### config.mk
export PLATFORM = sky130hd
export DESIGN_NAME = pipeline_hazard_ctrl_flat
export DESIGN_NICKNAME = d
export VERILOG_FILES = /design/src/rtl/pipeline_hazard_ctrl_pkg.sv /design/src/rtl/pipeline_hazard_ctrl_if.sv /design/src/rtl/pipeline_hazard_ctrl_fwd_unit.sv /design/src/rtl/pipeline_hazard_ctrl.sv /design/src/flat_wrapper.sv
export SDC_FILE = /design/constraint.sdc
export NUM_CORES = 1
export LEC_CHECK = 0
export BUFFER_PORTS_ARGS = -buffer_cell sky130_fd_sc_hd__buf_4
export CAP_MARGIN = 15
export CORE_AREA = 2 2 63 65
export DETAILED_ROUTE_END_ITERATION = 16
export DIE_AREA = 0 0 65 67
export GPL_TIMING_DRIVEN = 0
export PLACE_DENSITY = 0.78
export SYNTH_ARGS = -nofsm -noshare
export SYNTH_HDL_FRONTEND = slang
export SYNTH_SLANG_ARGS = --single-unit
### constraint.sdc
create_clock -name clk -period 2.6 [get_ports clk]
set_clock_uncertainty 0.1 [all_clocks]
set_input_delay 0.13 -clock clk [delete_from_list [all_inputs] [get_ports clk]]
set_output_delay 0.13 -clock clk [all_outputs]
set_load 0.02 [all_outputs]
### src/rtl/pipeline_hazard_ctrl_pkg.sv
// Shared types and constants for the pipeline hazard controller.
package pipe_ctrl_pkg;

  // Sequencer state: normal flow or waiting on the multicycle unit.
  typedef enum logic {
    ST_RUN     = 1'b0,
    ST_MC_WAIT = 1'b1
  } state_e;

  // EX operand source selects.
  localparam logic [1:0] FWD_RF  = 2'b00;  // register file value
  localparam logic [1:0] FWD_MEM = 2'b01;  // result sitting in MEM
  localparam logic [1:0] FWD_WB  = 2'b10;  // result sitting in WB

endpackage

### src/rtl/pipeline_hazard_ctrl_if.sv
// Bundle of pipeline status inputs and control outputs of the hazard controller.
interface pipeline_hazard_ctrl_if #(
  parameter int REG_AW = 5,
  parameter int CNT_W  = 16
);
  // ID stage
  logic              id_valid;
  logic [REG_AW-1:0] id_rs1;
  logic [REG_AW-1:0] id_rs2;
  logic              id_use_rs1;
  logic              id_use_rs2;
  logic              id_is_mc;
  // EX producer
  logic              ex_valid;
  logic [REG_AW-1:0] ex_rd;
  logic              ex_reg_write;
  logic              ex_mem_read;
  // MEM producer
  logic              mem_valid;
  logic [REG_AW-1:0] mem_rd;
  logic              mem_reg_write;
  // Control flow and multicycle unit
  logic              ex_branch_taken;
  logic              mc_done;
  // Controls
  logic              pc_en;
  logic              if_id_en;
  logic              id_ex_en;
  logic              if_id_flush;
  logic              id_ex_flush;
  logic [1:0]        fwd_a;
  logic [1:0]        fwd_b;
  logic              mc_start;
  logic              mc_timeout;
  logic              state;
  logic [CNT_W-1:0]  stall_cnt;

  modport master (
    output id_valid, id_rs1, id_rs2, id_use_rs1, id_use_rs2, id_is_mc,
    output ex_valid, ex_rd, ex_reg_write, ex_mem_read,
    output mem_valid, mem_rd, mem_reg_write,
    output ex_branch_taken, mc_done,
    input  pc_en, if_id_en, id_ex_en, if_id_flush, id_ex_flush,
    input  fwd_a, fwd_b, mc_start, mc_timeout, state, stall_cnt
  );

  modport slave (
    input  id_valid, id_rs1, id_rs2, id_use_rs1, id_use_rs2, id_is_mc,
    input  ex_valid, ex_rd, ex_reg_write, ex_mem_read,
    input  mem_valid, mem_rd, mem_reg_write,
    input  ex_branch_taken, mc_done,
    output pc_en, if_id_en, id_ex_en, if_id_flush, id_ex_flush,
    output fwd_a, fwd_b, mc_start, mc_timeout, state, stall_cnt
  );
endinterface

### src/rtl/pipeline_hazard_ctrl_fwd_unit.sv
// Forward-select for one EX operand: nearest non-load producer wins, x0 never forwards.
module fwd_unit
  import pipe_ctrl_pkg::*;
#(
  parameter int REG_AW = 5
) (
  input  logic [REG_AW-1:0] rs_i,
  input  logic              use_i,
  input  logic              ex_valid_i,
  input  logic [REG_AW-1:0] ex_rd_i,
  input  logic              ex_reg_write_i,
  input  logic              ex_mem_read_i,
  input  logic              mem_valid_i,
  input  logic [REG_AW-1:0] mem_rd_i,
  input  logic              mem_reg_write_i,
  output logic [1:0]        sel_o
);

  // Pick the youngest producer of rs; a load in EX has no data yet so it is skipped.
  always_comb begin
    sel_o = FWD_RF;
    if (use_i && (rs_i != {REG_AW{1'b0}})) begin
      if (ex_valid_i && ex_reg_write_i && !ex_mem_read_i && (ex_rd_i == rs_i)) begin
        sel_o = FWD_MEM;
      end else if (mem_valid_i && mem_reg_write_i && (mem_rd_i == rs_i)) begin
        sel_o = FWD_WB;
      end else begin
        sel_o = FWD_RF;
      end
    end else begin
      sel_o = FWD_RF;
    end
  end

endmodule

### src/rtl/pipeline_hazard_ctrl.sv
// Hazard sequencer for a 5-stage pipeline: load-use stalls, branch flushes,
// registered operand forwarding and front-end freeze during multicycle ops.
module pipeline_hazard_ctrl
  import pipe_ctrl_pkg::*;
#(
  parameter int REG_AW     = 5,
  parameter int CNT_W      = 16,
  parameter int MC_TIMEOUT = 64
) (
  input  logic                  clk,
  input  logic                  reset,   // asynchronous, active low
  pipeline_hazard_ctrl_if.slave bus
);

  localparam int               CTR_W    = (MC_TIMEOUT > 1) ? $clog2(MC_TIMEOUT) : 1;
  localparam logic [CTR_W-1:0] CTR_LAST = CTR_W'(MC_TIMEOUT - 1);
  localparam logic [CNT_W-1:0] CNT_MAX  = {CNT_W{1'b1}};

  state_e           state_q, state_d;
  logic [CTR_W-1:0] ctr_q, ctr_d;
  logic [1:0]       fwd_a_q, fwd_a_d, fwd_b_q, fwd_b_d;
  logic             mc_start_q, mc_start_d;
  logic             mc_timeout_q, mc_timeout_d;
  logic [CNT_W-1:0] stall_cnt_q, stall_cnt_d;

  logic       load_use_s;
  logic       pc_en_s, if_id_en_s, id_ex_en_s, if_id_flush_s, id_ex_flush_s;
  logic [1:0] fwd_a_s, fwd_b_s;

  assign load_use_s = bus.id_valid && bus.ex_valid && bus.ex_mem_read &&
                      (bus.ex_rd != {REG_AW{1'b0}}) &&
                      ((bus.id_use_rs1 && (bus.id_rs1 == bus.ex_rd)) ||
                       (bus.id_use_rs2 && (bus.id_rs2 == bus.ex_rd)));

  fwd_unit #(.REG_AW(REG_AW)) u_fwd_a (
    .rs_i(bus.id_rs1), .use_i(bus.id_use_rs1),
    .ex_valid_i(bus.ex_valid), .ex_rd_i(bus.ex_rd),
    .ex_reg_write_i(bus.ex_reg_write), .ex_mem_read_i(bus.ex_mem_read),
    .mem_valid_i(bus.mem_valid), .mem_rd_i(bus.mem_rd),
    .mem_reg_write_i(bus.mem_reg_write), .sel_o(fwd_a_s)
  );

  fwd_unit #(.REG_AW(REG_AW)) u_fwd_b (
    .rs_i(bus.id_rs2), .use_i(bus.id_use_rs2),
    .ex_valid_i(bus.ex_valid), .ex_rd_i(bus.ex_rd),
    .ex_reg_write_i(bus.ex_reg_write), .ex_mem_read_i(bus.ex_mem_read),
    .mem_valid_i(bus.mem_valid), .mem_rd_i(bus.mem_rd),
    .mem_reg_write_i(bus.mem_reg_write), .sel_o(fwd_b_s)
  );

  // Stage enables and flushes; a taken branch beats a load-use stall.
  always_comb begin
    pc_en_s       = 1'b1;
    if_id_en_s    = 1'b1;
    id_ex_en_s    = 1'b1;
    if_id_flush_s = 1'b0;
    id_ex_flush_s = 1'b0;
    if (!reset) begin
      pc_en_s       = 1'b0;
      if_id_en_s    = 1'b0;
      id_ex_en_s    = 1'b0;
      if_id_flush_s = 1'b1;
      id_ex_flush_s = 1'b1;
    end else begin
      case (state_q)
        ST_MC_WAIT: begin
          pc_en_s    = 1'b0;
          if_id_en_s = 1'b0;
          id_ex_en_s = 1'b0;
        end
        ST_RUN: begin
          if (bus.ex_branch_taken) begin
            if_id_flush_s = 1'b1;
            id_ex_flush_s = 1'b1;
          end else if (load_use_s) begin
            pc_en_s       = 1'b0;
            if_id_en_s    = 1'b0;
            id_ex_flush_s = 1'b1;
          end else begin
            pc_en_s = 1'b1;
          end
        end
        default: begin
          pc_en_s    = 1'b0;
          if_id_en_s = 1'b0;
          id_ex_en_s = 1'b0;
        end
      endcase
    end
  end

  // Next state for FSM, timeout counter, forward selects and stall counter.
  always_comb begin
    state_d      = state_q;
    ctr_d        = ctr_q;
    mc_start_d   = 1'b0;
    mc_timeout_d = mc_timeout_q;
    fwd_a_d      = fwd_a_q;
    fwd_b_d      = fwd_b_q;
    stall_cnt_d  = stall_cnt_q;

    if (id_ex_en_s && !id_ex_flush_s) begin
      fwd_a_d = fwd_a_s;
      fwd_b_d = fwd_b_s;
    end else if (id_ex_flush_s) begin
      fwd_a_d = FWD_RF;
      fwd_b_d = FWD_RF;
    end else begin
      fwd_a_d = fwd_a_q;
      fwd_b_d = fwd_b_q;
    end

    if (!pc_en_s && (stall_cnt_q != CNT_MAX)) begin
      stall_cnt_d = stall_cnt_q + {{(CNT_W-1){1'b0}}, 1'b1};
    end else begin
      stall_cnt_d = stall_cnt_q;
    end

    case (state_q)
      ST_RUN: begin
        if (bus.id_valid && bus.id_is_mc && !load_use_s && !bus.ex_branch_taken) begin
          state_d    = ST_MC_WAIT;
          mc_start_d = 1'b1;
          ctr_d      = {CTR_W{1'b0}};
        end else begin
          state_d = ST_RUN;
        end
      end
      ST_MC_WAIT: begin
        if (bus.mc_done) begin
          state_d = ST_RUN;
        end else if (ctr_q == CTR_LAST) begin
          state_d      = ST_RUN;
          mc_timeout_d = 1'b1;
        end else begin
          ctr_d = ctr_q + {{(CTR_W-1){1'b0}}, 1'b1};
        end
      end
      default: begin
        state_d = ST_RUN;
      end
    endcase
  end

  // State registers with asynchronous active-low reset.
  always_ff @(posedge clk or negedge reset) begin
    if (!reset) begin
      state_q      <= ST_RUN;
      ctr_q        <= {CTR_W{1'b0}};
      fwd_a_q      <= FWD_RF;
      fwd_b_q      <= FWD_RF;
      mc_start_q   <= 1'b0;
      mc_timeout_q <= 1'b0;
      stall_cnt_q  <= {CNT_W{1'b0}};
    end else begin
      state_q      <= state_d;
      ctr_q        <= ctr_d;
      fwd_a_q      <= fwd_a_d;
      fwd_b_q      <= fwd_b_d;
      mc_start_q   <= mc_start_d;
      mc_timeout_q <= mc_timeout_d;
      stall_cnt_q  <= stall_cnt_d;
    end
  end

  assign bus.pc_en       = pc_en_s;
  assign bus.if_id_en    = if_id_en_s;
  assign bus.id_ex_en    = id_ex_en_s;
  assign bus.if_id_flush = if_id_flush_s;
  assign bus.id_ex_flush = id_ex_flush_s;
  assign bus.fwd_a       = fwd_a_q;
  assign bus.fwd_b       = fwd_b_q;
  assign bus.mc_start    = mc_start_q;
  assign bus.mc_timeout  = mc_timeout_q;
  assign bus.state       = (state_q == ST_MC_WAIT);
  assign bus.stall_cnt   = stall_cnt_q;

endmodule

### src/flat_wrapper.sv
// flat-port wrapper written by rule: the top's interface ports become plain ports
module pipeline_hazard_ctrl_flat import pipe_ctrl_pkg::*;
#(
  parameter int REG_AW     = 5,
  parameter int CNT_W      = 16,
  parameter int MC_TIMEOUT = 64
)
  (clk, reset, bus_id_valid, bus_id_rs1, bus_id_rs2, bus_id_use_rs1, bus_id_use_rs2, bus_id_is_mc, bus_ex_valid, bus_ex_rd, bus_ex_reg_write, bus_ex_mem_read, bus_mem_valid, bus_mem_rd, bus_mem_reg_write, bus_ex_branch_taken, bus_mc_done, bus_pc_en, bus_if_id_en, bus_id_ex_en, bus_if_id_flush, bus_id_ex_flush, bus_fwd_a, bus_fwd_b, bus_mc_start, bus_mc_timeout, bus_state, bus_stall_cnt);
  pipeline_hazard_ctrl_if #(.REG_AW(REG_AW), .CNT_W(CNT_W)) bus_i ();
  input  logic clk;
  input  logic reset;
  input wire logic [$bits(bus_i.id_valid)-1:0] bus_id_valid;
  input wire logic [$bits(bus_i.id_rs1)-1:0] bus_id_rs1;
  input wire logic [$bits(bus_i.id_rs2)-1:0] bus_id_rs2;
  input wire logic [$bits(bus_i.id_use_rs1)-1:0] bus_id_use_rs1;
  input wire logic [$bits(bus_i.id_use_rs2)-1:0] bus_id_use_rs2;
  input wire logic [$bits(bus_i.id_is_mc)-1:0] bus_id_is_mc;
  input wire logic [$bits(bus_i.ex_valid)-1:0] bus_ex_valid;
  input wire logic [$bits(bus_i.ex_rd)-1:0] bus_ex_rd;
  input wire logic [$bits(bus_i.ex_reg_write)-1:0] bus_ex_reg_write;
  input wire logic [$bits(bus_i.ex_mem_read)-1:0] bus_ex_mem_read;
  input wire logic [$bits(bus_i.mem_valid)-1:0] bus_mem_valid;
  input wire logic [$bits(bus_i.mem_rd)-1:0] bus_mem_rd;
  input wire logic [$bits(bus_i.mem_reg_write)-1:0] bus_mem_reg_write;
  input wire logic [$bits(bus_i.ex_branch_taken)-1:0] bus_ex_branch_taken;
  input wire logic [$bits(bus_i.mc_done)-1:0] bus_mc_done;
  output wire logic [$bits(bus_i.pc_en)-1:0] bus_pc_en;
  output wire logic [$bits(bus_i.if_id_en)-1:0] bus_if_id_en;
  output wire logic [$bits(bus_i.id_ex_en)-1:0] bus_id_ex_en;
  output wire logic [$bits(bus_i.if_id_flush)-1:0] bus_if_id_flush;
  output wire logic [$bits(bus_i.id_ex_flush)-1:0] bus_id_ex_flush;
  output wire logic [$bits(bus_i.fwd_a)-1:0] bus_fwd_a;
  output wire logic [$bits(bus_i.fwd_b)-1:0] bus_fwd_b;
  output wire logic [$bits(bus_i.mc_start)-1:0] bus_mc_start;
  output wire logic [$bits(bus_i.mc_timeout)-1:0] bus_mc_timeout;
  output wire logic [$bits(bus_i.state)-1:0] bus_state;
  output wire logic [$bits(bus_i.stall_cnt)-1:0] bus_stall_cnt;
  assign bus_i.id_valid = bus_id_valid;
  assign bus_i.id_rs1 = bus_id_rs1;
  assign bus_i.id_rs2 = bus_id_rs2;
  assign bus_i.id_use_rs1 = bus_id_use_rs1;
  assign bus_i.id_use_rs2 = bus_id_use_rs2;
  assign bus_i.id_is_mc = bus_id_is_mc;
  assign bus_i.ex_valid = bus_ex_valid;
  assign bus_i.ex_rd = bus_ex_rd;
  assign bus_i.ex_reg_write = bus_ex_reg_write;
  assign bus_i.ex_mem_read = bus_ex_mem_read;
  assign bus_i.mem_valid = bus_mem_valid;
  assign bus_i.mem_rd = bus_mem_rd;
  assign bus_i.mem_reg_write = bus_mem_reg_write;
  assign bus_i.ex_branch_taken = bus_ex_branch_taken;
  assign bus_i.mc_done = bus_mc_done;
  assign bus_pc_en = bus_i.pc_en;
  assign bus_if_id_en = bus_i.if_id_en;
  assign bus_id_ex_en = bus_i.id_ex_en;
  assign bus_if_id_flush = bus_i.if_id_flush;
  assign bus_id_ex_flush = bus_i.id_ex_flush;
  assign bus_fwd_a = bus_i.fwd_a;
  assign bus_fwd_b = bus_i.fwd_b;
  assign bus_mc_start = bus_i.mc_start;
  assign bus_mc_timeout = bus_i.mc_timeout;
  assign bus_state = bus_i.state;
  assign bus_stall_cnt = bus_i.stall_cnt;
  pipeline_hazard_ctrl #(.REG_AW(REG_AW), .CNT_W(CNT_W), .MC_TIMEOUT(MC_TIMEOUT)) u_core (.clk(clk), .reset(reset), .bus(bus_i));
endmodule
; ---- Word-level counts from Yosys, hierarchy flattened
; Index checks and enable logic that the tools add are counted.
[totals]
input_bits = 33
rom_bits = 0
n_memories = 0
wordCells = 85
output_inout_bits = 28
mem_bits_rw = 0
latch_bits = 0
register_bits = 29
[classes]
shift = 0
n_reduce_logical = 32
mul = 0
n_addsub = 2
n_bitwise = 2
magnitude_cmp = 0
n_mux = 31
n_div = 0
eq_ne = 11
[op_table]
columns = operator, count
row1 = == test 5 bit, 6
row2 = logical AND 1 bit, 20
row3 = two-way mux 2 bit, 9
row4 = two-way mux 6 bit, 3
row5 = adder 16 x 1 -> 16 bit (second input constant), 1
row6 = two-way mux 1 bit, 16
row7 = != test 16 bit (second input constant), 1
row8 = nonzero test 5 bit, 3
row9 = one-hot mux 6 bit (2 select lines), 1
row10 = adder 6 x 1 -> 6 bit (second input constant), 1
row11 = == test 6 bit (second input constant), 1
row12 = AND reduction 3 bit, 2
row13 = zero test 1 bit, 5
row14 = != test 2 bit (second input constant), 2
row15 = one-hot mux 1 bit (2 select lines), 2
row16 = != test 2 x 1 -> 1 bit (second input constant), 1
row17 = inverter 1 bit, 2
row18 = nonzero test 2 bit, 1
row19 = logical OR 1 bit, 1

; ---- Longest topological paths before layout
; Gate-level depths: netlist of the first run.
[logic_depth]
depth_word = 11
depth_mapped = 8
depth_no_buf = 6

; ---- Hierarchy
; From an unflattened synthesis of the first run, not the netlist that was laid out.
[unflattened]
cells_unflattened = 205
hier_area_um2 = 1901.8
[modules_own_cells]
columns = module, seq_area_each_um2, cells_per_inst, area_per_inst_um2, instances
row1 = pipeline_hazard_ctrl, 725.7, 159, 1581.5, 1
row2 = fwd_unit, 0.0, 23, 160.2, 2

; ---- Worst setup path after synthesis of the first run
; OpenSTA, ideal clock, no wires.
[synth_path]
kind = register to register
startpoint = reg u_core.stall_cnt_q[6] (netlist: u_core.bus.stall_cnt[6])
endpoint = reg u_core.stall_cnt_q[1] (netlist: u_core.bus.stall_cnt[1])
synth_period_minus_slack_ps = 2077
required_ps = 2375
arrival_time_ps = 1852
path_slack_ps = 523
n_path_buf = 1
path_stages_with_launch = 8
setup_time_ps = 125
path_cell_list = dfrtp_1 -> and4_4 -> and4_4 -> and3_1 -> and3_1 -> clkbuf_2 -> nor2_1 -> mux2_2
[synth_via]
elab_chain_len = 2
[synth_rtl]
columns = element, line_no
row1 = from (decl), pipeline_hazard_ctrl.sv:24  ; logic [CNT_W-1:0] stall_cnt_q, stall_cnt_d;
row2 = from (signal assigned), pipeline_hazard_ctrl.sv:154  ; stall_cnt_q <= {CNT_W{1'b0}};
row3 = from (signal assigned), pipeline_hazard_ctrl.sv:162  ; stall_cnt_q <= stall_cnt_d;
row4 = != test 16 bit, pipeline_hazard_ctrl.sv:113  ; if (!pc_en_s && (stall_cnt_q != CNT_MAX)) begin
row5 = logical AND 1 bit, pipeline_hazard_ctrl.sv:113
; Every way passes these cells.
; A chain may end at the register's enable or synchronous reset.

; ---- Worst setup path after layout of the first run
[layout_path]
startpoint = in reset
endpoint = out bus_pc_en
[layout_via]
elab_chain_len = 1
[layout_rtl]
columns = element, line_no
row1 = from (decl), flat_wrapper.sv:11  ; input logic reset;
row2 = two-way mux 1 bit, pipeline_hazard_ctrl.sv:58  ; if (!reset) begin
row3 = to (decl), flat_wrapper.sv:27  ; output wire logic [$bits(bus_i.pc_en)-1:0] bus_pc_en;
; Every way passes these cells.

==> out/results.ini, run 1 <==
[detailed_routing]
remaining_drc_errors = 0
firstDrtPassIters = 4
wirelength_um = 4050
drt-vias-per-instance = 5.32
vias = 1552
wl_per_cell_um = 13.9
final_antenna_net_count = 0
drt_iter0_drc = 118

[setup_path]
crit_required_ps = 2370
endpoint_kind = output pin
r2r_slack_ps = 410
reg2reg_from = u_core.bus.stall_cnt[6]
r2r_end = u_core.bus.stall_cnt[13]
crit_fanout = 36
criticalPathCategory = in -> out
cp-startpoint = reset
cp_data_arrival_time_ps = 2030
cp-start-kind = input pin
ff2ff_path_depth = 7
cp-endpoint = bus_pc_en

[clocking]
cts_buffer_depth = 2
numCtsBuffers = 5
cts_tree = yes
clock_latency_ps = 280
clk_pin_slew_ps = 60
h-tree-depth = 2
ctsResizeCount = 0
cts.sinks = 29
cts_root_buffer = clkbuf_8

[die]
num_io_pins = 61
start_util_pct = 48.8
fp-row-count = 22
coreArea_um2 = 3610
die_x_um = 65
die-area_um2 = 4360
die_h_um = 67

[logic_synthesis]
avgSynthCellArea_um2 = 10.1
syn_area_um2 = 1760
synth_seq_area_share_pct = 41.3
yosysUniqueCellTypes = 40
syn-num-nets = 210
synth_warnings = 0
syn_inst = 175
yosys_register_bits = 29

[global_route]
grt_pass1_wl_um = 6840
grt_usage_pct = 20.8
grt_pass1_vias = 1570
grt_overflow = 0
grt_max_degree = 37
antenna_found_initial = 0

[run_status]
status = completed

[sta]
rsz0062_at_grt = false
worst_pin_slew_ps = 599
setup_viol = 0
hold_violations = 0
period_share_pct = 86.8
min_period_ps = 2260
maxSlewViolCount = 0
hold_ws_ps = 72.2
tns_ps = 0
slew_headroom_pct = 59.6
max_freq_ghz = 0.443

[place]
io_buffers = 60
dp_hpwl_um = 3140
routabilityCongestion = 0.792

[power]
swShare_pct = 34.1
p_switching_w = 0.000580
power.leakage_nw = 1.08
p_per_area_nw_per_um2 = 709
ir_worst_vdd_mv = 0.432
power_frac_seq_pct = 40.3
clockPowerShare_pct = 28.4
comb_power_share_pct = 31.3
p_int_w = 0.00112

[finish]
layout_common_cells = 61 x buf_4, 29 x dfrtp_1, 21 x xor2_1, 14 x xnor2_1, 14 x nand3_1
layout_commonest_cell = buf_4
fill_cells = 326
synthToLayoutAreaGrowth_pct = 36.2
antennaDiodeCount = 0
drive_gt1_share_pct = 33.6
fin_nets = 278

[job]
cap_violations = 0

[min_path]
hold_class = in -> reg

[state kept, by name, indices dropped and copies added, names as in the netlist]
name                   flops
u_core.bus.state           1
u_core.bus.fwd_b           2
u_core.bus.mc_start        1
u_core.bus.stall_cnt      16
u_core.ctr_q               6
u_core.bus.mc_timeout      1
u_core.bus.fwd_a           2
[kinds of logic (layout without fill, tap and decap cells)]
kind of cell / after synthesis / in the layout / synth area share (%)
XOR/XNOR: 35 / 35 / 17.4
AND/OR/NAND/NOR: 69 / 69 / 24.1
flip-flops: 29 / 29 / 41.3
multiplexers: 2 / 2 / 1.21
AO/OA/AOI/OAI: 25 / 25 / 10.7
buffers and inverters: 13 / 82 / 3.91
adder cells (fa/ha/maj): 2 / 2 / 1.42
[worst max-delay path, stage by stage]
cell,delay (ps)
dlygate4sd3_1,530
buf_4,370
nor2b_1,320
o31a_4,250
buf_6,170
buf_4,120
buf_4,120
[per-stage QoR]
step / instances / cell area (µm²) / power, W / util, % / setup WS (ps)
4_1_cts: 292 / 2400 / 0.00171 / 66.4 / 333
3_3_place_gp: 283 / 2270 / 0.00121 / 62.9 / 494
2_1_floorplan: 175 / 1760 / 0.000979 / - / 523
6_report: 292 / 2400 / 0.00170 / 66.4 / 344
5_1_grt: 292 / 2400 / 0.00180 / 66.4 / 165
3_5_place_dp: 283 / 2270 / 0.00123 / 62.9 / 445
[cells in the mapped netlist]
master	instances	area, µm²
o21ai_0	10	50.1
nand2_1	13	48.8
a31oi_1	3	18.8
nor2_1	4	15.0
mux2i_1	1	10.0
or2_2	1	6.26
buf_4	1	7.51
o22ai_1	1	6.26
ha_1	2	25.0
nor4b_1	4	35.0
o31ai_4	1	21.3
and4_4	2	22.5
and2_1	2	12.5
nor3_1	8	40.0
or4_1	3	22.5
o2111ai_1	1	8.76
xor2_1	21	184
nand3_1	14	70.1
nor4_4	1	21.3
o21ai_2	1	8.76
clkbuf_1	1	3.75
o41ai_1	2	17.5
nand4_1	3	18.8
nand2b_1	1	6.26
nor3b_1	2	15.0
clkbuf_2	1	5.00
and3_1	2	12.5
o21a_1	1	7.51
nor4_2	3	37.5
xnor2_1	14	123
buf_6	2	22.5
o22a_1	1	8.76
nor2b_1	2	12.5
nand4b_1	1	8.76
nor4_1	3	18.8
mux2_2	1	11.3
o31a_4	1	17.5
dfrtp_1	29	726
inv_1	8	30.0
o31ai_1	3	22.5
[power by group through the flow]
stage / Sequential [W] / Clock, W / Combinational [W]
global route: 0.000702 / 0.000512 / 0.000589
CTS: 0.000684 / 0.000488 / 0.000540
global placement: 0.000685 / 0 / 0.000521
detailed placement: 0.000692 / 0 / 0.000533
floorplan: 0.000748 / 0 / 0.000230
finish: 0.000684 / 0.000483 / 0.000532
[final cells by class]
class	instances	area [µm²]	share of cell area [%]
clock buffers	7	86.3	3.60
well taps	48	60.1	2.51
inverters	8	30.0	1.25
repair buffers	61	460	19.2
plain buffers	5	38.8	1.62
flip-flops and latches	29	726	30.3
multi-input cells	133	965	40.3
clock inverters	1	30.0	1.25
[routing by layer]
layer / GRT usage (%) / up-vias / routed length [µm]
met2: 37.2 / 35 / 2110
met1: 24.0 / 747 / 1740
met5: 0 / - / 0
met3: 4.73 / 5 / 162
met4: 7.98 / 0 / 36
li1: - / 765 / -
[how the worst min path moves through the flow]
stage / startpoint / endpoint / slack, ps / cells after the start
finish: bus_mem_reg_write / u_core.bus.fwd_a[1] / 70 / 3
detailed placement: reset / u_core.bus.stall_cnt[0] / -10 / 1
CTS: bus_mem_reg_write / u_core.bus.fwd_a[1] / 70 / 3
floorplan: reset / u_core.bus.fwd_a[0] / -270 / 0
global placement: reset / u_core.bus.stall_cnt[0] / -9 / 1
global route: bus_mem_reg_write / u_core.bus.fwd_a[1] / 80 / 3
[timing repair]
| action | in CTS | in global routing |
|---|---|---|
| endpoints found under the hold margin | 29 | 0 |
| setup buffers | 0 | 0 |
| hold buffers | 1 | 0 |
Power figures use the tool's default switching activity.
==> run 2, diff against run 1 <==
- CORE_AREA: 2 2 63 65 -> 2 2 62 64
- CTS_BUF_LIST: not set -> sky130_fd_sc_hd__clkbuf_8
- DIE_AREA: 0 0 65 67 -> 0 0 64 66
- PLACE_DENSITY: 0.78 -> 0.8
==> run 2 against run 1 <==
  * Maximum frequency grew 0.52%
  * Wire length shrank 1.3%
  * Cell count is the same
  * Utilization grew 1.0 points
  * Global-route usage is essentially flat
  * Non-clock buffer count is the same
  * First-iteration DRC count shrank 44%
  * Critical path depth is the same
  * Cell area is the same
  * Total power shrank 0.85%
  * Critical path type unchanged
  * Highest routed layer unchanged
==> out/results.ini, run 2 (synthesized netlist as in run 1, its figures left out) <==
[place]
io_buffers = 60
dp_hpwl_um = 3070
placed_area_um2 = 2270
dp_cells = 283
routabilityCongestion = 0.845

[detailed_routing]
remaining_drc_errors = 0
final_antenna_net_count = 0
vias = 1555
wl_per_cell_um = 13.7
firstDrtPassIters = 4
drt_iter0_drc = 66
drt-vias-per-instance = 5.33
wirelength_um = 4000

[die]
num_io_pins = 61
coreArea_um2 = 3550
start_util_pct = 49.5
fp-row-count = 22
die_x_um = 64
die_h_um = 66
die-area_um2 = 4220

[setup_path]
crit_fanout = 36
cp_data_arrival_time_ps = 2010
endpoint_kind = output pin
reg2reg_from = u_core.bus.stall_cnt[6]
criticalPathCategory = in -> out
cp-startpoint = reset
slowest_delay_ps = 530
crit_path_cell_trace = dlygate4sd3_1, buf_4, nor2b_1, o31a_4, buf_6, buf_4, buf_4
slowest_stage = dlygate4sd3_1
cpMostUsedCell = buf_4
cp-start-kind = input pin
crit_required_ps = 2370

[global_route]
grt_max_degree = 37
grt_pass1_vias = 1583
grt_usage_pct = 20.8
antenna_found_initial = 0
grt_overflow = 0
grt_pass1_wl_um = 6800

[finish]
largest_reg_flops = 16
fill_cells = 297
synthToLayoutAreaGrowth_pct = 36.2
final_area_um2 = 2400
fin_nets = 278
drive_gt1_share_pct = 33.6
layout_commonest_cell = buf_4
layout_common_cells = 61 x buf_4, 29 x dfrtp_1, 21 x xor2_1, 14 x xnor2_1, 14 x nand3_1
antennaDiodeCount = 0
fin_cells = 292

[clocking]
cts.sinks = 29
cts_hold_buf = 1
clock_latency_ps = 270
cts_buffer_depth = 2
post_cts_buffers = 0
cts_root_buffer = clkbuf_8
cts_tree = yes
h-tree-depth = 2
clk_pin_slew_ps = 60
numCtsBuffers = 5
ctsResizeCount = 0

[sta]
worst_pin_slew_ps = 572
rsz0062_at_grt = false
min_period_ps = 2240
hold_ws_ps = 62.1
max_freq_ghz = 0.446
tns_ps = 0
setup_viol = 0
period_share_pct = 86.3
hold_violations = 0
maxSlewViolCount = 0
slew_headroom_pct = 61.4

[power]
power.leakage_nw = 1.08
ir_worst_vdd_mv = 0.550
p_per_area_nw_per_um2 = 703

[job]
cap_violations = 0

[run_status]
status = completed

[min_path]
worstHoldStart = bus_mem_reg_write
hold_class = in -> reg

run 2: layout make-up:
type | count | area [µm²] | area share, %
Buffer | 5 | 38.8 | 1.62
Clock buffer | 6 | 82.6 | 3.45
Clock inverter | 2 | 33.8 | 1.41
Inverter | 8 | 30.0 | 1.25
Multi-Input combinational cell | 133 | 965 | 40.3
Sequential cell | 29 | 726 | 30.3
Tap cell | 48 | 60.1 | 2.51
Timing Repair Buffer | 61 | 460 | 19.2
run 2: worst paths after layout:
kind                                            end  slack [ps]  depth (start not counted)
hold / removal                  u_core.bus.fwd_a[1]          60                          3
setup reg to reg           u_core.bus.stall_cnt[15]         410                          7
hold reg to reg               u_core.bus.mc_timeout         360                          2
max in group asynchronous     u_core.bus.mc_timeout        1870                          2
setup / recovery                          bus_pc_en         360                          7
min in group asynchronous   u_core.bus.stall_cnt[0]         230                          2
run 2: layer usage:
| layer | vias up | global-route usage (%) | part of all wire [%] |
|---|---|---|---|
| met2 | 43 | 36.1 | 51 |
| met3 | 13 | 4.43 | 4.2 |
| met1 | 735 | 23.9 | 43 |
| met4 | 0 | 11.1 | 2.3 |
| met5 | - | 0 | 0 |
| li1 | 764 | - | - |
run 2: power breakdown:
part | switching [W] | internal [W] | total, W
Sequential | 0.000126 | 0.000556 | 0.000681
Combinational | 0.000279 | 0.000250 | 0.000530
Clock | 0.000166 | 0.000308 | 0.000474
Total | 0.000571 | 0.00111 | 0.00168
run 2: worst max-delay path: cells and delay by family:
family,cells,cell delay (ps)
compound gates,1,250
buf+inv,5,1310
simple gates,1,310
run 2: metrics by stage:
stage	worst slack (ps)	utilization [%]	total power (W)
finish	356	67.5	0.00168
global route	204	67.5	0.00179
CTS	334	67.5	0.00170
detailed placement	409	63.9	0.00122
global placement	495	63.9	0.00121
floorplan	523	-	0.000979
